## config.mk

```make
export PLATFORM = sky130hd
export DESIGN_NAME = pipe_hazard_ctrl
export DESIGN_NICKNAME = d
export VERILOG_FILES = /design/src/rtl/pipe_hazard_ctrl.sv
export SDC_FILE = /design/constraint.sdc
export NUM_CORES = 1
export LEC_CHECK = 0
export ABC_CLOCK_PERIOD_IN_PS = 2500
export CAP_MARGIN = 20
export CORE_MARGIN = 3
export CORE_UTILIZATION = 41
export DETAILED_ROUTE_END_ITERATION = 12
export GPL_ROUTABILITY_DRIVEN = 1
export PLACE_DENSITY = 0.76
export SLEW_MARGIN = 15
export SYNTH_ARGS = -nofsm -noshare
export SYNTH_HDL_FRONTEND = slang
export SYNTH_SLANG_ARGS = --single-unit
```

## constraint.sdc

```tcl
create_clock -name clk -period 2.5 [get_ports clk]
set_input_delay 0.25 -clock clk [delete_from_list [all_inputs] [get_ports clk]]
set_output_delay 0.25 -clock clk [all_outputs]
set_load 0.05 [all_outputs]
```

## src/rtl/pipe_hazard_ctrl.sv

```systemverilog
// Pipeline stall/flush controller: prefix stall bus, multi-cycle EX countdown, exception flush/redirect.
// Optional STALL_PERF_EN adds a saturating stall_cycles counter port.
module pipe_hazard_ctrl #(
  parameter int NSTAGE   = 6,
  parameter int NREQ     = 4,
  parameter int MC_STAGE = 3,
  parameter int CW       = 6
) (
  input  logic              clk,
  input  logic              rst,
  input  logic [NREQ-1:0]   stall_req,
  input  logic              mc_start,
  input  logic [CW-1:0]     mc_cycles,
  input  logic              excp_req,
  input  logic [31:0]       excp_pc,
  output logic [NSTAGE-1:0] stall,
  output logic              flush,
  output logic [31:0]       new_pc,
  output logic              mc_busy,
  output logic              mc_done,
  output logic [1:0]        dbg_state
`ifdef STALL_PERF_EN
  ,
  output logic [31:0]       stall_cycles
`endif
);

  typedef enum logic [1:0] {
    IDLE    = 2'd0,
    MC_BUSY = 2'd1,
    FLUSH   = 2'd2
  } state_t;

  state_t        state_q, state_d;
  logic [CW-1:0] cnt_q, cnt_d;
  logic [31:0]   new_pc_q, new_pc_d;
  logic          mc_stall;

  // State register
  always_ff @(posedge clk) begin
    if (rst) begin
      state_q  <= IDLE;
      cnt_q    <= '0;
      new_pc_q <= '0;
    end else begin
      state_q  <= state_d;
      cnt_q    <= cnt_d;
      new_pc_q <= new_pc_d;
    end
  end

  // Next state: an exception overrides whatever the countdown would do.
  always_comb begin
    state_d  = state_q;
    cnt_d    = cnt_q;
    new_pc_d = new_pc_q;
    case (state_q)
      IDLE: begin
        if (mc_start && (mc_cycles >= CW'(2))) begin
          state_d = MC_BUSY;
          cnt_d   = mc_cycles - CW'(1);
        end
      end
      MC_BUSY: begin
        if (cnt_q <= CW'(1)) begin
          state_d = IDLE;
          cnt_d   = '0;
        end else begin
          cnt_d = cnt_q - CW'(1);
        end
      end
      FLUSH:   state_d = IDLE;
      default: state_d = IDLE;
    endcase
    if (excp_req) begin
      state_d  = FLUSH;
      new_pc_d = excp_pc;
      cnt_d    = '0;
    end
  end

  // Outputs: request masks are prefix masks, so OR-ing them lets the deepest stage dominate.
  always_comb begin
    mc_stall = 1'b0;
    mc_done  = 1'b0;
    stall    = '0;
    case (state_q)
      IDLE: begin
        if (mc_start) begin
          if (mc_cycles >= CW'(2)) mc_stall = 1'b1;
          else                     mc_done  = 1'b1;
        end
      end
      MC_BUSY: begin
        if (cnt_q > CW'(1)) mc_stall = 1'b1;
        else                mc_done  = 1'b1;
      end
      default: ;
    endcase
    for (int i = 0; i < NREQ; i++) begin
      for (int k = 0; k < NSTAGE; k++) begin
        if (stall_req[i] && (k <= i + 2)) stall[k] = 1'b1;
      end
    end
    for (int k = 0; k < NSTAGE; k++) begin
      if (mc_stall && (k <= MC_STAGE)) stall[k] = 1'b1;
    end
    if (state_q == FLUSH || rst) begin
      stall   = '0;
      mc_done = 1'b0;
    end
  end

  assign flush     = (state_q == FLUSH);
  assign new_pc    = new_pc_q;
  assign mc_busy   = (state_q == MC_BUSY) && !rst;
  assign dbg_state = state_q;

`ifdef STALL_PERF_EN
  logic [31:0] stall_cycles_q, stall_cycles_d;

  always_comb begin
    stall_cycles_d = stall_cycles_q;
    if (stall[0] && (stall_cycles_q != 32'hFFFF_FFFF)) stall_cycles_d = stall_cycles_q + 32'd1;
  end

  always_ff @(posedge clk) begin
    if (rst) stall_cycles_q <= '0;
    else     stall_cycles_q <= stall_cycles_d;
  end

  assign stall_cycles = stall_cycles_q;
`endif

endmodule

```

### After elaboration in Yosys (flattened, before gate mapping)

Index checks and enable logic that the tools add are counted.

| operators by class | value |
|---|---|
| add/subtract/negate cells | 2 |
| order comparisons | 3 |
| multiplexer cells | 29 |
| equal/unequal tests | 6 |
| reductions and logical operators | 10 |

Operators by type and width:

| operator | count |
|---|---|
| 1-bit 2-to-1 mux | 19 |
| 6-bit 2-to-1 mux | 3 |
| 6-bit one-hot mux with 2 select lines | 1 |
| 6-bit by 1-bit subtractor with 6-bit output (second input constant) | 2 |
| 6-bit by 2-bit >= comparator with 1-bit output (second input constant) | 1 |
| 6-bit by 1-bit > comparator with 1-bit output (second input constant) | 1 |
| 6-bit by 1-bit <= comparator with 1-bit output (second input constant) | 1 |
| 2-bit 2-to-1 mux | 3 |
| 3-bit inequality test (second input constant) | 2 |
| 2-bit AND reduction | 3 |
| 2-bit inequality test (second input constant) | 2 |
| 1-bit one-hot mux with 2 select lines | 2 |
| 2-bit one-hot mux with 2 select lines | 1 |
| 2-bit by 1-bit == test with 1-bit output (second input constant) | 1 |
| 2-bit == test (second input constant) | 1 |
| 1-bit logical AND | 2 |
| 2-bit logical NOT | 1 |
| 2-bit nonzero test | 1 |
| 2-bit OR reduction | 1 |
| 1-bit logical NOT | 1 |
| 1-bit logical OR | 1 |

| storage, ports and cells | value |
|---|---|
| bits in registers | 40 |

### Longest topological paths before layout

Gate-level depths: netlist (run 1).

| depth | value |
|---|---|
| depth after elaboration | 6 |
| gate-level depth with buffers | 7 |
| mapped depth without buffers | 6 |

### Worst setup path before layout (run 1)

OpenSTA, ideal clock, no wires.

| timing path | value |
|---|---|
| path type | reg2out |
| from | register state_q[0], in the netlist dbg_state[0] |
| to | output port stall[1] |
| path slack | -0.890 ns |
| arrival time | 3.140 ns |
| buffers on the path | 2 |
| data required time | 2.250 ns |
| stages on the path, launching flop included | 6 |
| cells stage by stage | dfxtp_1 > buf_6 > nor2b_1 > a21oi_2 > a311oi_1 > buf_4 |

| on the way | value |
|---|---|
| word-level cells in the longest chain between the ends | 4 |
| elaborated cells between the ends (all ways) | 7 |

RTL lines:

| element | line | source |
|---|---|---|
| from (decl) | 34 | `state_t state_q, state_d;` |
| from (signal assigned) | 46 | `state_q <= state_d;` |
| 2-bit by 1-bit == test with 1-bit output or 2-bit logical NOT (tied branches) | 87 | `case (state_q)` |
| 1-bit one-hot mux with 2 select lines | 87 |  |
| 1-bit 2-to-1 mux | 106 | `if (mc_stall && (k <= MC_STAGE)) stall[k] = 1'b1;` |
| 6-bit 2-to-1 mux * | 108 | `if (state_q == FLUSH \|\| rst) begin` |
| to (decl) | 16 | `output logic [NSTAGE-1:0] stall,` |

Every way passes the cells marked *; elsewhere a longest branch is shown, timed or not.

### Worst setup path in the final report (run 1)

| timing path | value |
|---|---|
| from | input port mc_cycles[0] |
| to | output port stall[2] |

| on the way | value |
|---|---|
| word-level cells in the longest chain between the ends | 6 |

RTL lines:

| element | line | source |
|---|---|---|
| from (decl) | 13 | `input logic [CW-1:0] mc_cycles,` |
| 6-bit by 2-bit >= comparator with 1-bit output | 90 | `if (mc_cycles >= CW'(2)) mc_stall = 1'b1;` |
| 1-bit 2-to-1 mux | 90 |  |
| 1-bit 2-to-1 mux | 89 | `if (mc_start) begin` |
| 1-bit one-hot mux with 2 select lines | 87 |  |
| 1-bit 2-to-1 mux | 106 |  |
| 6-bit 2-to-1 mux | 108 |  |

No other way between the ends.

==> flow_metrics.env, run 1 <==
export IMPL_synth_fp_nets=248
export IMPL_synth_seq_cells=40
export IMPL_cap_violations=0
export IMPL_max_stage_delay_ns=0.47
export IMPL_setup_viol=0
export IMPL_p_sw_uw=518.9
export IMPL_synth_edf_count=0
export IMPL_holdBufCountCts=0
export IMPL_clockRootBuffer="clkbuf_8"
export IMPL_cp_cell_sequence="clkdlybuf4s50_1, inv_1, ha_1, nor4_4, a211oi_2, a21oi_2, a311oi_4, buf_6, buf_12"
export IMPL_vias=1718
export IMPL_grt_usage=0.1939
export IMPL_status="completed"
export IMPL_tightest_slew_ns=0.5962
export IMPL_ir_drop_v=0.0003541
export IMPL_grt_remaining_overflow=0
export IMPL_clk_pin_slew_worst_paths_ns=0.07
export IMPL_cp_required_ns=2.25
export IMPL_r2r_cells=4
export IMPL_period_minus_slack_ns=2.402
export IMPL_netlist_instances=198
export IMPL_io_buffer_count=88
export IMPL_routed_wl_microns=4993
export IMPL_syn_area_per_cell_sq_um=9.454
export IMPL_die_w_microns=73.57
export IMPL_antenna_found_initial=0
export IMPL_dpl_hpwl_microns=3914
export IMPL_die_h_microns=73.57
export IMPL_cts_buffer_depth=2
export IMPL_maxSlewViolCount=0
export IMPL_finalCritPeriodShare=0.9608
export IMPL_worstHoldPathType="reg2reg"
export IMPL_crit_family="buffers and inverters"
export IMPL_crit_buf_inv=4
export IMPL_gp_congestion=0.8358
export IMPL_place_ws_ns=0.05693
export IMPL_syn_to_final_growth_pct=60.29
export IMPL_cp_arrival_ns=2.15
export IMPL_ys_seq_area_frac=0.4278
export IMPL_cellPowerDensity_nw_per_um2=544.9
export IMPL_clock_fmax_mhz=416.3
export IMPL_end_kind="primary output"
export IMPL_startpoint_type="primary input"
export IMPL_async_flop_share=0
export IMPL_crit_type="in2out"
export IMPL_final_util=0.7141
export IMPL_cts_tree="built"
export IMPL_finalHoldViolCount=0
export IMPL_grt_pass1_wl_microns=8079
export IMPL_dr_first_iter_drc_count=121
export IMPL_synth_area_leader_cell="dfxtp_1"
export IMPL_rsz0062_at_grt="no"
export IMPL_p_int_mw=1.116
export IMPL_drive_above_1_share=0.1280
export IMPL_synth_warnings=0
export IMPL_grt_pass1_vias=1736
export IMPL_p_leak_nw=1.223
export IMPL_worstPathMaxFanout=3
export IMPL_ant_nets=0
export IMPL_clock_latency_ns=0.29
export IMPL_ys_types=43
export IMPL_grt_max_degree=23
export IMPL_first_pass_iters=4
export IMPL_power_mw=1.635
export IMPL_cp_slowest_cell="clkdlybuf4s50_1"
export IMPL_io_pins=89
export IMPL_whs_path_depth=2
export IMPL_switching_share=0.3173
export IMPL_initial_core_util=0.4455
export IMPL_numCtsBuffers=5
export IMPL_netlist_top_cells_area="dfxtp_1 (43%), mux2i_1 (17%), nor2_1 (9.0%)"
export IMPL_clockPowerShare=0.270
export IMPL_synth_ff_type="dfxtp_1"
export IMPL_synth_top_cell_area_share=0.4278
export IMPL_cts_sinks=40
export IMPL_synth_area_sq_um=1872
export IMPL_fin_worst_skew_ns=0.002126
export IMPL_coreArea_sq_um=4202
export IMPL_n_antenna_cell=0
export IMPL_p_seq_frac=0.429
export IMPL_worst_slack_ns=0.09792
export IMPL_wl_per_cell_microns=14.73
export IMPL_rows=23
export IMPL_h_tree_depth=2
export IMPL_max_slew_margin=0.6025
export IMPL_die_area_sq_um=5412
export IMPL_setup_tns_ns=0
export IMPL_fin_nets=338
export IMPL_via_per_inst=5.068
export IMPL_cp_depth=9
export IMPL_pwr_share_comb=0.301
export IMPL_drc=0
[stage by stage]
| stage | instances | cell area [sq um] | hold WS (ns) |
|---|---|---|---|
| finish | 339 | 3000 | 0.4992 |
| detailed placement | 330 | 2884 | 0.4791 |
| global placement | 330 | 2884 | 0.4728 |
| floorplan | 198 | 1889 | 0.3972 |
| global route | 339 | 3000 | 0.5243 |
| CTS | 338 | 2978 | 0.4982 |
[logic make-up (layout without fill, tap and decap cells)]
logic type,count (synthesis),count (layout),synth area share
AO/OA/AOI/OAI,26,26,0.1063
adder cells (fa/ha/maj),4,4,0.02674
buffers and inverters,16,107,0.04278
XOR/XNOR,4,4,0.01872
flip-flops,40,40,0.4278
multiplexers,33,33,0.1791
AND/OR/NAND/NOR,75,75,0.1985
[cells in the mapped netlist (2+ instances only)]
| cell | number |
|---|---|
| a211oi_1 | 3 |
| a21boi_0 | 3 |
| a21oi_1 | 2 |
| a311oi_1 | 2 |
| a32oi_1 | 2 |
| and2_1 | 2 |
| buf_2 | 4 |
| buf_4 | 2 |
| clkbuf_1 | 4 |
| dfxtp_1 | 40 |
| ha_1 | 4 |
| inv_1 | 5 |
| mux2i_1 | 32 |
| nand2_1 | 5 |
| nor2_1 | 45 |
| nor2b_1 | 4 |
| nor3_1 | 6 |
| o21ai_0 | 3 |
| o21bai_1 | 2 |
| o22ai_1 | 2 |
| or2_2 | 2 |
| xnor2_1 | 2 |
| xor2_1 | 2 |
[flip-flops by register name, indices dropped and copies added (netlist names)]
name	cells
cnt_q	6
dbg_state	2
new_pc	32
[what timing repair did]
item                                   CTS  global route
setup buffers                            0             1
setup endpoints to repair                0             4
endpoints found under the hold margin    0             0
resized for setup                        0             4
[placed cells by master (no fill, tap or decap), types with 3 or more instances in the layout]
| cell | count |
|---|---|
| a211oi_1 | 3 |
| buf_12 | 8 |
| buf_4 | 5 |
| clkbuf_8 | 6 |
| clkdlybuf4s50_1 | 79 |
| dfxtp_1 | 38 |
| ha_1 | 4 |
| inv_1 | 5 |
| mux2i_1 | 32 |
| nand2_1 | 5 |
| nor2_1 | 45 |
| nor2b_1 | 4 |
| nor3_1 | 6 |
| o21ai_0 | 3 |
[worst reg2reg max path, stage by stage (launching register included)]
cell      delay [ns]
dfxtp_1         0.58
o21bai_1        0.16
a31oi_2         0.41
a21boi_0        0.27
o22ai_1         0.12
[final timing paths]
| path | from | to | slack [ns] |
|---|---|---|---|
| worst max-delay path | mc_cycles[0] | stall[2] | 0.1 |
| worst min-delay path | new_pc[11] | new_pc[11] | 0.50 |
| worst max register to register | dbg_state[0] | cnt_q[3] | 0.84 |
| worst min register to register | new_pc[11] | new_pc[11] | 0.50 |
[area by class of cell]
type	count	area, sq um
clock buffer	7	86.33
clock inverter	1	7.507
fill	315	1201
inverter	5	18.77
multi-input combinational	142	1017
sequential	40	803.3
tap	50	62.56
timing repair buffer	94	1005
[layer usage]
layer,wire [microns],global-route usage,vias up,share of wire
li1,-,-,864,-
met1,2042,0.2303,783,0.41
met2,2517,0.3248,66,0.50
met3,373,0.06156,5,0.075
met4,60,0.07243,0,0.012
met5,0,0,-,0
[power groups by stage]
stage | sequential [mW] | clock [mW] | combinational [mW]
floorplan | 0.821 | 0 | 0.177
global placement | 0.713 | 0 | 0.484
detailed placement | 0.715 | 0 | 0.488
CTS | 0.701 | 0.457 | 0.490
global route | 0.707 | 0.482 | 0.522
finish | 0.701 | 0.442 | 0.492
Note: power is estimated with default switching activity, not from simulation.
==> inputs of run 2 (changes only) <==
--- a/config.mk
+++ b/config.mk
@@ -8,4 +8,5 @@
 export ABC_CLOCK_PERIOD_IN_PS = 2500
 export CAP_MARGIN = 20
+export CORE_ASPECT_RATIO = 1.75
 export CORE_MARGIN = 3
 export CORE_UTILIZATION = 41
==> constraint.sdc (replaced) <==
create_clock -name clk -period 2.5 [get_ports clk]
set_input_delay 0.25 -clock clk [delete_from_list [all_inputs] [get_ports clk]]
set_output_delay 0.25 -clock clk [all_outputs]
set_load 0.005 [all_outputs]
==> run 2 against run 1 <==
  * Power fell by 8.9%
  * Global-route usage fell by 1.3 points
  * Die area rose by 0.60%
  * Hold slack got worse by 0.0017 ns
  * Wire length fell by 3.7%
  * Register-to-register slack barely moved
  * Critical path type unchanged
  * Largest cell class unchanged
==> flow_metrics.env, run 2 (same netlist as run 1, synthesis figures left out) <==
export IMPL_h_tree_depth=2
export IMPL_clock_latency_ns=0.29
export IMPL_wl_per_cell_microns=13.90
export IMPL_seqCellArea_sq_um=802.0
export IMPL_antenna_found_initial=0
export IMPL_die_w_microns=57.08
export IMPL_cts_tree="built"
export IMPL_worstHoldPathType="reg2reg"
export IMPL_gp_congestion=0.8372
export IMPL_via_per_inst=5.052
export IMPL_grt_pass1_vias=1727
export IMPL_io_pins=89
export IMPL_multi_input_area_sq_um=997.2
export IMPL_place_ws_ns=-0.2149
export IMPL_crit_type="in2out"
export IMPL_fin_worst_skew_ns=0.006993
export IMPL_ir_drop_v=0.0004531
export IMPL_clk_pin_slew_worst_paths_ns=0.08
export IMPL_dp_cells=338
export IMPL_die_h_microns=95.39
export IMPL_cp_slowest_cell="clkdlybuf4s50_1"
export IMPL_cts_setup_buffers=0
export IMPL_final_common_cell="clkdlybuf4s50_1"
export IMPL_initial_core_util=0.4387
export IMPL_max_stage_delay_ns=0.51
export IMPL_grt_usage=0.1813
export IMPL_finalHoldViolCount=0
export IMPL_mostFrequentLayoutCells="clkdlybuf4s50_1 (83), nor2_1 (45), dfxtp_1 (39), mux2i_1 (32), buf_4 (14)"
export IMPL_drc=0
export IMPL_end_kind="primary output"
export IMPL_cts_sinks=40
export IMPL_coreArea_sq_um=4267
export IMPL_io_buffer_count=88
export IMPL_path_common_cell="clkdlybuf4s50_1"
export IMPL_grt_pass1_wl_microns=7783
export IMPL_num_fill_cells=346
export IMPL_routed_wl_microns=4809
export IMPL_numCtsBuffers=5
export IMPL_grt_remaining_overflow=0
export IMPL_worstPathMaxFanout=3
export IMPL_startpoint_type="primary input"
export IMPL_cp_cell_sequence="clkdlybuf4s50_1, inv_1, ha_1, nor4_2, buf_4, a211oi_2, a21oi_2, a21boi_1, clkdlybuf4s50_1"
export IMPL_n_antenna_cell=0
export IMPL_cellPowerDensity_nw_per_um2=504.8
export IMPL_cp_required_ns=2.25
export IMPL_final_util=0.6918
export IMPL_cp_arrival_ns=2.12
export IMPL_maxSlewViolCount=0
export IMPL_stdcell_count=346
export IMPL_largest_reg_flops=32
export IMPL_drive_above_1_share=0.1246
export IMPL_rows=31
export IMPL_grt_max_degree=23
export IMPL_holdBufCountCts=0
export IMPL_rsz0062_at_grt="no"
export IMPL_worst_slack_ns=0.1257
export IMPL_clock_fmax_mhz=421.2
export IMPL_tightest_slew_ns=0.5808
export IMPL_cts_buffer_depth=2
export IMPL_first_pass_iters=4
export IMPL_cap_violations=0
export IMPL_power_mw=1.490
export IMPL_p_leak_nw=1.236
export IMPL_status="completed"
export IMPL_syn_to_final_growth_pct=57.69
export IMPL_dpl_hpwl_microns=3749
export IMPL_setup_viol=0
export IMPL_die_area_sq_um=5444
export IMPL_max_slew_margin=0.6128
export IMPL_finalCritPeriodShare=0.9497
export IMPL_ant_nets=0
export IMPL_fin_nets=346
export IMPL_clockRootBuffer="clkbuf_8"
export IMPL_dr_first_iter_drc_count=45
export IMPL_period_minus_slack_ns=2.374
export IMPL_vias=1748
-- run 2: changes by cell type in the layout (fill, tap and decap cells not counted), sizes merged --
| cell | before | now |
|---|---|---|
| clkdlybuf4s50 | 79 | 83 |
| dlygate4sd2 | 0 | 4 |
| clkbuf | 7 | 6 |
| clkinv | 0 | 1 |
| clkinvlp | 1 | 0 |
| inv | 5 | 6 |
-- run 2: through the flow --
step	hold slack, ns	TNS [ns]	area [sq um]
2_1_floorplan	0.3972	0	1872
3_3_place_gp	0.4717	-0.6565	2853
3_5_place_dp	0.4819	-0.8018	2853
4_1_cts	0.5030	0	2952
5_1_grt	0.5257	0	2952
6_report	0.4976	0	2952
-- run 2: worst paths after layout --
check | startpoint | end | slack (ns) | cells past startpoint
worst max-delay path | mc_cycles[0] | stall[3] | 0.13 | 9
worst min register to register | new_pc[11] | new_pc[11] | 0.50 | 2
worst max register to register | cnt_q[0] | cnt_q[1] | 0.85 | 7
worst min-delay path | new_pc[11] | new_pc[11] | 0.50 | 2
-- run 2: area by class of cell --
cell class | count | area share
Sequential cell | 40 | 0.2717
Clock inverter | 2 | 0.004663
Tap cell | 49 | 0.02077
Multi-Input combinational cell | 142 | 0.3379
Clock buffer | 6 | 0.02798
Inverter | 5 | 0.006359
Timing Repair Buffer | 102 | 0.3306
-- run 2: worst max-delay path: cells and delay by family --
kind / cells / cell delay (ns)
simple gates: 1 / 0.05
fa+ha+maj: 1 / 0.19
compound gates: 3 / 0.48
buf+inv: 4 / 1.15
-- run 2: report_power, final --
part | total, mW | leakage [nW] | internal (mW) | switching [mW]
logic | 0.336 | 0.854 | 0.207 | 0.129
clock network | 0.456 | 0.0516 | 0.226 | 0.230
registers | 0.699 | 0.330 | 0.674 | 0.0249
-- run 2: metal layers --
metal	GRT usage	routed length [microns]	vias up
li1	-	-	880
met1	0.2025	1819	787
met2	0.3216	2569	69
met3	0.04201	300	12
met4	0.08124	119	0
met5	0	0	-
-- run 2: timing repair --
item                                    in CTS  in global routing
endpoints found under the setup margin       5                  1
cloned                                       0                  0
pin swaps                                    2                  0
resized for setup                            6                  1
